--- src/rtl/bits_to_vec_packer_if.sv ---
// rtl/bits_to_vec_packer_if.sv - bit stream in / vector stream out bundle for the packer (vec_par present with PACKER_PARITY_EN)
interface bits_to_vec_packer_if #(
   parameter int WIDTH = 3
);
   logic                     clear;
   logic                     bit_in;
   logic                     bit_valid;
   logic                     bit_ready;
   logic [WIDTH-1:0]         vec_out;
   logic                     vec_valid;
   logic                     vec_ready;
   logic [$clog2(WIDTH):0]   bit_count;
`ifdef PACKER_PARITY_EN
   logic                     vec_par;
`endif

   // Producer/consumer side: drives bits in and accepts vectors out
   modport master (
      output clear, bit_in, bit_valid, vec_ready,
`ifdef PACKER_PARITY_EN
      input  vec_par,
`endif
      input  bit_ready, vec_out, vec_valid, bit_count
   );

   // Packer side
   modport slave (
      input  clear, bit_in, bit_valid, vec_ready,
`ifdef PACKER_PARITY_EN
      output vec_par,
`endif
      output bit_ready, vec_out, vec_valid, bit_count
   );
endinterface

--- src/rtl/bits_to_vec_packer.sv ---
// rtl/bits_to_vec_packer.sv - serial bit to WIDTH-bit vector packer, optional parity output under PACKER_PARITY_EN
module bits_to_vec_packer #(
   parameter int WIDTH     = 3,
   parameter bit MSB_FIRST = 1'b1
) (
   input  logic                  clk,
   input  logic                  reset,
   bits_to_vec_packer_if.slave   bus
);
   localparam int             CW   = $clog2(WIDTH) + 1;
   localparam logic [CW-1:0]  LAST = CW'(WIDTH - 1);

   // STALL: the last bit of a word is due but the output slot is still full
   typedef enum logic {COLLECT, STALL} state_t;

   state_t            state_q;
   logic [WIDTH-1:0]  asm_q;
   logic [WIDTH-1:0]  shifted;
   logic [CW-1:0]     count_q;
   logic [CW-1:0]     count_d;
   logic [WIDTH-1:0]  vec_q;
   logic              valid_q;
   logic              valid_d;
   logic              bit_ready;
   logic              accept;
   logic              drain;
   logic              complete;
`ifdef PACKER_PARITY_EN
   logic              par_q;
`endif

   // Handshake decode and next-state values; completion is suppressed by clear
   always_comb begin
      shifted   = MSB_FIRST ? {asm_q[WIDTH-2:0], bus.bit_in} : {bus.bit_in, asm_q[WIDTH-1:1]};
      bit_ready = !(state_q == STALL && !bus.vec_ready);
      accept    = bus.bit_valid && bit_ready;
      drain     = valid_q && bus.vec_ready;
      complete  = accept && !bus.clear && (count_q == LAST);
      count_d   = count_q;
      if (bus.clear || complete)
         count_d = '0;
      else if (accept)
         count_d = count_q + CW'(1);
      valid_d   = valid_q;
      if (complete)
         valid_d = 1'b1;
      else if (drain)
         valid_d = 1'b0;
   end

   // Assembly register, output slot and stall state
   always_ff @(posedge clk or posedge reset) begin
      if (reset) begin
         state_q <= COLLECT;
         asm_q   <= '0;
         count_q <= '0;
         vec_q   <= '0;
         valid_q <= 1'b0;
`ifdef PACKER_PARITY_EN
         par_q   <= 1'b0;
`endif
      end else begin
         if (bus.clear || complete)
            asm_q <= '0;
         else if (accept)
            asm_q <= shifted;
         if (complete) begin
            vec_q <= shifted;
`ifdef PACKER_PARITY_EN
            par_q <= ^shifted;
`endif
         end
         count_q <= count_d;
         valid_q <= valid_d;
         state_q <= (count_d == LAST && valid_d) ? STALL : COLLECT;
      end
   end

   assign bus.bit_ready = bit_ready;
   assign bus.vec_out   = vec_q;
   assign bus.vec_valid = valid_q;
   assign bus.bit_count = count_q;
`ifdef PACKER_PARITY_EN
   assign bus.vec_par   = par_q;
`endif
endmodule
--- src/flat_wrapper.sv ---
// flat-port wrapper written by rule: the top's interface ports become plain ports
module bits_to_vec_packer_flat 
#(
   parameter int WIDTH     = 3,
   parameter bit MSB_FIRST = 1'b1
)
  (clk, reset, bus_clear, bus_bit_in, bus_bit_valid, bus_vec_ready, bus_bit_ready, bus_vec_out, bus_vec_valid, bus_bit_count);
  bits_to_vec_packer_if #(.WIDTH(WIDTH)) bus_i ();
  input  logic clk;
  input  logic reset;
  input wire logic [$bits(bus_i.clear)-1:0] bus_clear;
  input wire logic [$bits(bus_i.bit_in)-1:0] bus_bit_in;
  input wire logic [$bits(bus_i.bit_valid)-1:0] bus_bit_valid;
  input wire logic [$bits(bus_i.vec_ready)-1:0] bus_vec_ready;
  output wire logic [$bits(bus_i.bit_ready)-1:0] bus_bit_ready;
  output wire logic [$bits(bus_i.vec_out)-1:0] bus_vec_out;
  output wire logic [$bits(bus_i.vec_valid)-1:0] bus_vec_valid;
  output wire logic [$bits(bus_i.bit_count)-1:0] bus_bit_count;
  assign bus_i.clear = bus_clear;
  assign bus_i.bit_in = bus_bit_in;
  assign bus_i.bit_valid = bus_bit_valid;
  assign bus_i.vec_ready = bus_vec_ready;
  assign bus_bit_ready = bus_i.bit_ready;
  assign bus_vec_out = bus_i.vec_out;
  assign bus_vec_valid = bus_i.vec_valid;
  assign bus_bit_count = bus_i.bit_count;
  bits_to_vec_packer #(.WIDTH(WIDTH), .MSB_FIRST(MSB_FIRST)) u_core (.clk(clk), .reset(reset), .bus(bus_i));
endmodule
--- config.mk ---
export PLATFORM = sky130hd
export DESIGN_NAME = bits_to_vec_packer_flat
export DESIGN_NICKNAME = d
export VERILOG_FILES = /design/src/rtl/bits_to_vec_packer_if.sv /design/src/rtl/bits_to_vec_packer.sv /design/src/flat_wrapper.sv
export SDC_FILE = /design/constraint.sdc
export NUM_CORES = 1
export LEC_CHECK = 0
export ABC_AREA = 1
export BUFFER_PORTS_ARGS = -buffer_cell sky130_fd_sc_hd__buf_2
export CAP_MARGIN = 5
export CORE_AREA = 2 2 39 41
export CTS_CLUSTER_DIAMETER = 150
export CTS_CLUSTER_SIZE = 24
export DETAILED_ROUTE_END_ITERATION = 6
export DIE_AREA = 0 0 41 43
export HOLD_SLACK_MARGIN = 0.02
export SETUP_SLACK_MARGIN = 0.5
export SLEW_MARGIN = 30
export SYNTH_ARGS = -nofsm -noshare
export SYNTH_HDL_FRONTEND = slang
export SYNTH_SLANG_ARGS = --single-unit
export TNS_END_PERCENT = 30
--- constraint.sdc ---
create_clock -name clk -period 3.6 [get_ports clk]
set_input_delay 0.54 -clock clk [delete_from_list [all_inputs] [get_ports clk]]
set_output_delay 0.54 -clock clk [all_outputs]
set_load 0.02 [all_outputs]
== Word-level counts from Yosys, hierarchy flattened ==
Index checks and enable logic that the tools add are counted.

* Register bits after elaboration: 10
* Word-level logic and storage cells: 26

* Add/sub/neg operators: 1
* Equal/unequal tests: 2
* Muxes and demuxes: 7
* Reductions and logical operators: 11

{| class="wikitable"
|+ Operators with widths
! cell !! number
|-
| $eq A3 B2 Y1 const B || 2
|-
| $logic_and A1 B1 Y1 || 6
|-
| $mux W3 || 2
|-
| $mux W2 || 2
|-
| $add A3 B1 Y3 const B || 1
|-
| $logic_not A1 Y1 || 3
|-
| $mux W1 || 3
|-
| $reduce_bool A2 Y1 || 1
|-
| $logic_or A1 B1 Y1 || 1
|}

== Depth between registers and ports, before layout ==
Gate-level depths: netlist of the first run.

* Word-level depth: 11
* Mapped depth: 9
* Depth with buffers taken out: 9

== Least setup slack after synthesis of the first run ==
No wires, ideal clock.

* Path type: flip-flop to flip-flop
* Start: register u_core.count_q[0] (netlist: u_core.bus.bit_count[0])
* End: register u_core.state_q
* Data arrival time: 1.250 ns
* Data required time: 3.529 ns
* Setup slack: 2.279 ns
* Cell stages (with the launch flop): 10
* Path buffers: 0
* Cells stage by stage: dfrtp_1 -> inv_1 -> ha_1 -> inv_1 -> nand3_1 -> nand2_1 -> inv_2 -> nor2_2 -> nand2_1 -> nor2_1

* Cells in the longest elaborated chain, start to end: 7

{| class="wikitable"
|+ RTL lines
! element !! line !! source
|-
| from (decl) || bits_to_vec_packer.sv:19 || <nowiki>logic [CW-1:0] count_q;</nowiki>
|-
| from (signal assigned) || bits_to_vec_packer.sv:73 || <nowiki>count_q <= count_d;</nowiki>
|-
| branches (longest 3 deep; another with $add A3 B1 Y3) || n/a ||
|-
| $mux W3 (*) || bits_to_vec_packer.sv:40 || <nowiki>if (bus.clear || complete)</nowiki>
|-
| named net u_core.count_d[1] || bits_to_vec_packer.sv:20 || <nowiki>logic [CW-1:0] count_d;</nowiki>
|-
| $eq A3 B2 Y1 (*) || bits_to_vec_packer.sv:75 || <nowiki>state_q <= (count_d == LAST && valid_d) ? STALL : COLLECT;</nowiki>
|-
| $logic_and A1 B1 Y1 (*) || bits_to_vec_packer.sv:75 ||
|-
| $mux W1 (*) || bits_to_vec_packer.sv:75 ||
|-
| to (signal assigned) || bits_to_vec_packer.sv:75 ||
|-
| to (decl) || bits_to_vec_packer.sv:16 || <nowiki>state_t state_q;</nowiki>
|}

Mark *: on every way through the listed nets, which the timed path passes.
A chain may end at the register's enable or synchronous reset.

== Worst setup path after layout of the first run ==
* Start: input port bus_vec_ready
* End: output port bus_bit_ready

* Cells in the longest elaborated chain, start to end: 3

{| class="wikitable"
|+ RTL lines
! element !! line !! source
|-
| from (decl) || flat_wrapper.sv:14 || <nowiki>input wire logic [$bits(bus_i.vec_ready)-1:0] bus_vec_ready;</nowiki>
|-
| $logic_not A1 Y1 || bits_to_vec_packer.sv:35 || <nowiki>bit_ready = !(state_q == STALL && !bus.vec_ready);</nowiki>
|-
| $logic_and A1 B1 Y1 || bits_to_vec_packer.sv:35 ||
|-
| $logic_not A1 Y1 || bits_to_vec_packer.sv:35 ||
|-
| to (decl) || flat_wrapper.sv:15 || <nowiki>output wire logic [$bits(bus_i.bit_ready)-1:0] bus_bit_ready;</nowiki>
|}

Every way passes these cells.

==> results of run 1 <==
==> registers in the layout, indices dropped and copies added, names as in the netlist <==
name                  cells
u_core.state_q            1
u_core.bus.vec_valid      1
u_core.asm_q              2
u_core.bus.vec_out        3
u_core.bus.bit_count      3
==> how the worst max path moves through the flow <==
stage                            startpoint        endpoint  slack (ps)  cells after the start
CTS                           bus_vec_ready   bus_bit_ready        2090                      4
detailed placement            bus_vec_ready   bus_bit_ready        2090                      4
floorplan           u_core.bus.bit_count[0]  u_core.state_q        2280                      9
global route                 u_core.state_q   bus_bit_ready        2060                      2
finish                        bus_vec_ready   bus_bit_ready        2090                      4
global placement              bus_vec_ready   bus_bit_ready        2100                      4
==> layout make-up <==
| class | count | area (sq um) | share of cell area, % |
|---|---|---|---|
| Clock buffer | 3 | 22.5 | 3.64 |
| Inverter | 12 | 45.0 | 7.27 |
| Multi-Input combinational cell | 40 | 216 | 34.9 |
| Sequential cell | 10 | 250 | 40.4 |
| Tap cell | 16 | 20.0 | 3.23 |
| Timing Repair Buffer | 13 | 65.1 | 10.5 |
==> through the flow <==
step           utilization, %  area (sq um)  hold slack [ps]  setup WS, ps
5_1_grt                  44.8           619              264          2060
2_1_floorplan               -           512              380          2280
3_3_place_gp             43.1           597              459          2100
3_5_place_dp             43.1           597              457          2090
6_report                 44.8           619              233          2090
4_1_cts                  44.8           619              245          2090
==> worst register-to-register path, stage by stage, from the launching register on <==
cell and delay (ps):
dfrtp_1 400, inv_1 90, ha_1 160, nand3_1 120, nor2_4 170, nor2_1 70
nor2_1 80, nand2_1 50, nor2_1 70
==> power breakdown <==
| part | internal, W | switching (W) |
|---|---|---|
| Sequential | 0.000121 | 0.00000482 |
| Clock | 0.0000384 | 0.0000342 |
| Combinational | 0.0000163 | 0.0000307 |
==> Yosys cell counts, drive strengths merged <==
library cell and count:
nand3 6, nand2 17, inv 12, ha 2
a21boi 1, o21ai 5, a21oi 1, nor2 8
dfrtp 10
==> metal layers <==
| metal | vias to the layer above | global-route usage, % |
|---|---|---|
| li1 | 224 | - |
| met1 | 184 | 13.9 |
| met2 | 8 | 19.7 |
| met3 | 2 | 7.85 |
| met4 | 0 | 6.00 |
| met5 | - | 0 |
==> logic make-up (layout without fill, tap and decap cells) <==
kind of cell | Yosys count | count (layout) | synth area share, %
flops | 10 | 10 | 48.9
fa+ha+maj | 2 | 2 | 4.89
buf+inv | 12 | 28 | 8.80
simple gates | 31 | 31 | 28.6
compound gates | 7 | 7 | 8.80
==> results.yml, run 1 <==
sta:
  slew_viol_final: 0
  fin_setup_tns_ps: 0
  tightestPinTransition_ps: 368
  setup_viol: 0
  slew_headroom_pct: 75.5
  finalCriticalPeriod_ps: 1510
  fin_worst_skew_ps: 9.97
  timing.fmax_ghz: 0.664
  finalCritPeriodShare_pct: 41.8
  rsz0062_at_grt: "no"
  finalHoldViolCount: 0
final_layout:
  diodes: 0
  nFillCells: 152
  mostFrequentLayoutCells: "nand2_1, buf_2, dfrtp_1"
  drive_above_1_share_pct: 33.3
  nets: 88
  fin_cells: 94
  final_common_cell: "nand2_1"
  syn2layout_area_growth_pct: 21.0
route:
  via_count: 418
  dr_wl_met2_um: 431
  wl_met3_um: 58
  wl_um: 866
  ant_nets: 0
  first_pass_iters: 4
  drc_errors: 0
  wl_per_cell_um: 9.21
  viasPerCell: 4.45
  met1_length_um: 367
  drtIter0Drc: 12
  top_layer_used: "met4"
grt:
  gr-total-overflow: 0
  grt_pass1_wl_mm: 1.50
  antenna_found_initial: 0
  grt_pass1_vias: 369
  grt_start_max_net_pins: 11
  track_usage_pct: 13.1
clock_network:
  cts_max_level: 1
  cts_buffer_depth: 2
  cts_tree: "built"
  clk_latency_ps: 260
  clock_sinks: 10
  postCtsSetupBuffers: 0
  root_buffer: "clkbuf_4"
  cts_made_buffers: 3
  clkSlewWorstSetupHoldPaths_ps: 60
  cts_resized: 0
  holdBufCountCts: 0
run_status:
  status: "finished, final reports clean"
synthesis:
  syn_inst: 62
  yosys.area.top_type_share_pct: 48.9
  syn-cell-area_sq_um: 512
  synthDistinctLibCells: 16
  synth_area_leader_cell: "dfrtp_1"
  synth.avg_cell_area_sq_um: 8.25
  ys_ff_latch: 10
  yosysWarningCount: 0
  seq_area_frac_synth_pct: 48.9
  syn_nets: 70
  synthTopCellsByArea: "dfrtp_1, nand2_1, inv_1, nand3_1, ha_1"
critical_path:
  r2r_cells: 8
  path_cells: "buf_2 > inv_2 > nand2_2 > buf_2"
  critPathArrivalTime_ps: 970
  crit_fanout: 4
  crit_path_frequent_cell: "buf_2"
  r2r_start: "u_core.bus.bit_count[0]"
  critical_path.startpoint_type: "input pin"
  crit_slowest_cell: "buf_2"
  worstPathRequired_ps: 3060
  crit_buf_inv: 3
  r2r_end: "u_core.state_q"
  cp-end-kind: "primary output"
  regToRegSetupSlack_ps: 2320
  path_class: "input pin to primary output"
  slowest_delay_ps: 170
  cp_top_family: "buffers and inverters"
hold_path:
  hp-class: "input pin to async pin"
pwr:
  peakVddDrop_uv: 246
  cellLeakagePower_nw: 0.343
  power_w: 0.000246
  powerDensity_nw_per_um2: 397
run:
  maxCapViolCount: 0
floorplan:
  core_area_sq_um: 1380
  fp.dieH_um: 43
  dieArea_sq_um: 1760
  row_count: 14
  num_io_pins: 14
  die_x_um: 41
  initial_utilization_pct: 37.0
placed_design:
  dp_cells: 91
  place_hpwl_um: 711
  port_buffers: 13
  routabilityCongestion: 0.749
Note: power is estimated with default switching activity, not from simulation.
==> inputs of run 2 (changes only) <==
clock period = 1.3 ns   (was 3.6 ns; I/O delays follow)
==> run 2 against run 1 <==
  * Clock power grew to 3.9 times the previous value
  * Non-clock buffer count grew 4
  * Cell area grew 13%
  * Worst setup slack lost 2000 ps
==> results.yml, run 2 (synthesis gave the netlist of run 1 again) <==
run_status:
  status: "finished, final reports clean"
grt:
  met2_usage_pct: 22.5
  antenna_found_initial: 0
  track_usage_pct: 14.9
  grt_start_max_net_pins: 11
  gr-total-overflow: 0
  top_usage_layer: "met2"
  gr-usage-met3_pct: 9.95
  grt_pass1_wl_mm: 1.73
  grt_pass1_vias: 414
  gr-usage-met1_pct: 16.7
critical_path:
  crit_fanout: 3
  critPathArrivalTime_ps: 1360
  startpoint: "u_core.bus.bit_count[0]"
  critical_path.startpoint_type: "flop"
  r2r_cells: 7
  path_class: "flop to flop"
  r2r_start: "u_core.bus.bit_count[0]"
  cp-end-kind: "flop"
  worstPathRequired_ps: 1460
  crit_path_frequent_cell: "nand2_1"
  slowest_delay_ps: 410
  path_cells: "inv_2 > ha_4 > nand2_1 > o21ai_2 > nor2_4 > nand2_1 > nor2_1"
  crit_slowest_cell: "dfrtp_2"
final_layout:
  post-route-util_pct: 50.6
  mostFrequentLayoutCells: "nand2_1, buf_2, inv_1, dfrtp_1, nand3_1"
  diodes: 0
  syn2layout_area_growth_pct: 36.9
  drive_above_1_share_pct: 43.4
  nets: 92
  final_common_cell: "nand2_1"
hold_path:
  min_path_cells: 3
  hp-class: "input pin to flop"
  hold_start: "bus_bit_in"
sta:
  finalCriticalPeriod_ps: 1200
  rsz0062_at_grt: "yes"
  slew_headroom_pct: 74.6
  finalCritPeriodShare_pct: 92.3
  fin_ws_ps: 100
  fin_worst_skew_ps: 11.0
  timing.fmax_ghz: 0.834
  fin_setup_tns_ps: 0
  finalHoldViolCount: 0
  holdWs_ps: 142
  slew_viol_final: 0
  tightestPinTransition_ps: 380
  setup_viol: 0
run:
  maxCapViolCount: 0
clock_network:
  cts_max_level: 1
  cts_tree: "built"
  clk_latency_ps: 270
  cts_made_buffers: 3
  root_buffer: "clkbuf_4"
  clock_sinks: 10
  clkSlewWorstSetupHoldPaths_ps: 70
  cts_buffer_depth: 2
route:
  via_count: 455
  viasPerCell: 4.60
  wl_per_cell_um: 10.1
  first_pass_iters: 5
  drc_errors: 0
  wl_um: 996
  ant_nets: 0
  drtIter0Drc: 10
floorplan:
  fp.dieH_um: 43
  num_io_pins: 14
  die_x_um: 41
  initial_utilization_pct: 37.0
  dieArea_sq_um: 1760
  row_count: 14
  core_area_sq_um: 1380
pwr:
  peakVddDrop_uv: 738
  powerDensity_nw_per_um2: 1130
  cellLeakagePower_nw: 0.369
placed_design:
  routabilityCongestion: 0.766
  port_buffers: 13
  dp_slack_ps: 81.0
  place_hpwl_um: 766
-- run 2: final timing paths --
kind                                      endpoint  slack [ps]
setup / recovery                    u_core.state_q         100
hold / removal               u_core.bus.vec_out[0]         140
setup reg to reg                    u_core.state_q         100
hold reg to reg              u_core.bus.vec_out[0]         470
max in group asynchronous  u_core.bus.bit_count[0]         570
min in group asynchronous  u_core.bus.bit_count[2]         430
-- run 2: stage by stage --
stage / cell area, sq um / total power, W / cells
after floorplan: 532 / 0.000450 / 62
after global placement: 617 / 0.000494 / 91
after detailed placement: 617 / 0.000497 / 91
after CTS: 681 / 0.000792 / 97
after global routing: 701 / 0.000840 / 99
final: 701 / 0.000790 / 99
-- run 2: worst max-delay path, delay by kind of cell (launching register included) --
family,cells,cell delay [ps]
and+or+nand+nor,4,220
buffers and inverters,1,80
AOI/OAI and AO/OA,1,250
adders and majority gates,1,140
DFF,1,410
-- run 2: repair_timing --
item,CTS,global route
endpoints found under the hold margin,10,0
hold buffers,1,0
buffers inserted,1,2
endpoints found under the setup margin,18,20
gates resized for setup,2,1
pin swaps,3,2
-- run 2: metal layers --
layer,vias to the layer above,part of all wire (%)
met2,14,50
met4,0,0
li1,234,-
met5,-,0
met3,0,9.0
met1,207,41
-- run 2: area by class of cell --
type                       instances  area [sq um]
clock buffer                       4          36.3
fill                             142           683
inverter                          12          45.0
multi-input combinational         40           249
sequential                        10           253
tap                               16          20.0
timing repair buffer              17          97.6
-- run 2: report_power, final --
group          leakage [nW]  total [W]  switching (W)  internal [W]
Sequential            0.133   0.000350      0.0000140      0.000336
Combinational         0.215   0.000155      0.0000951     0.0000603
Clock                0.0210   0.000284       0.000114      0.000170
Total                 0.369   0.000790       0.000223      0.000567
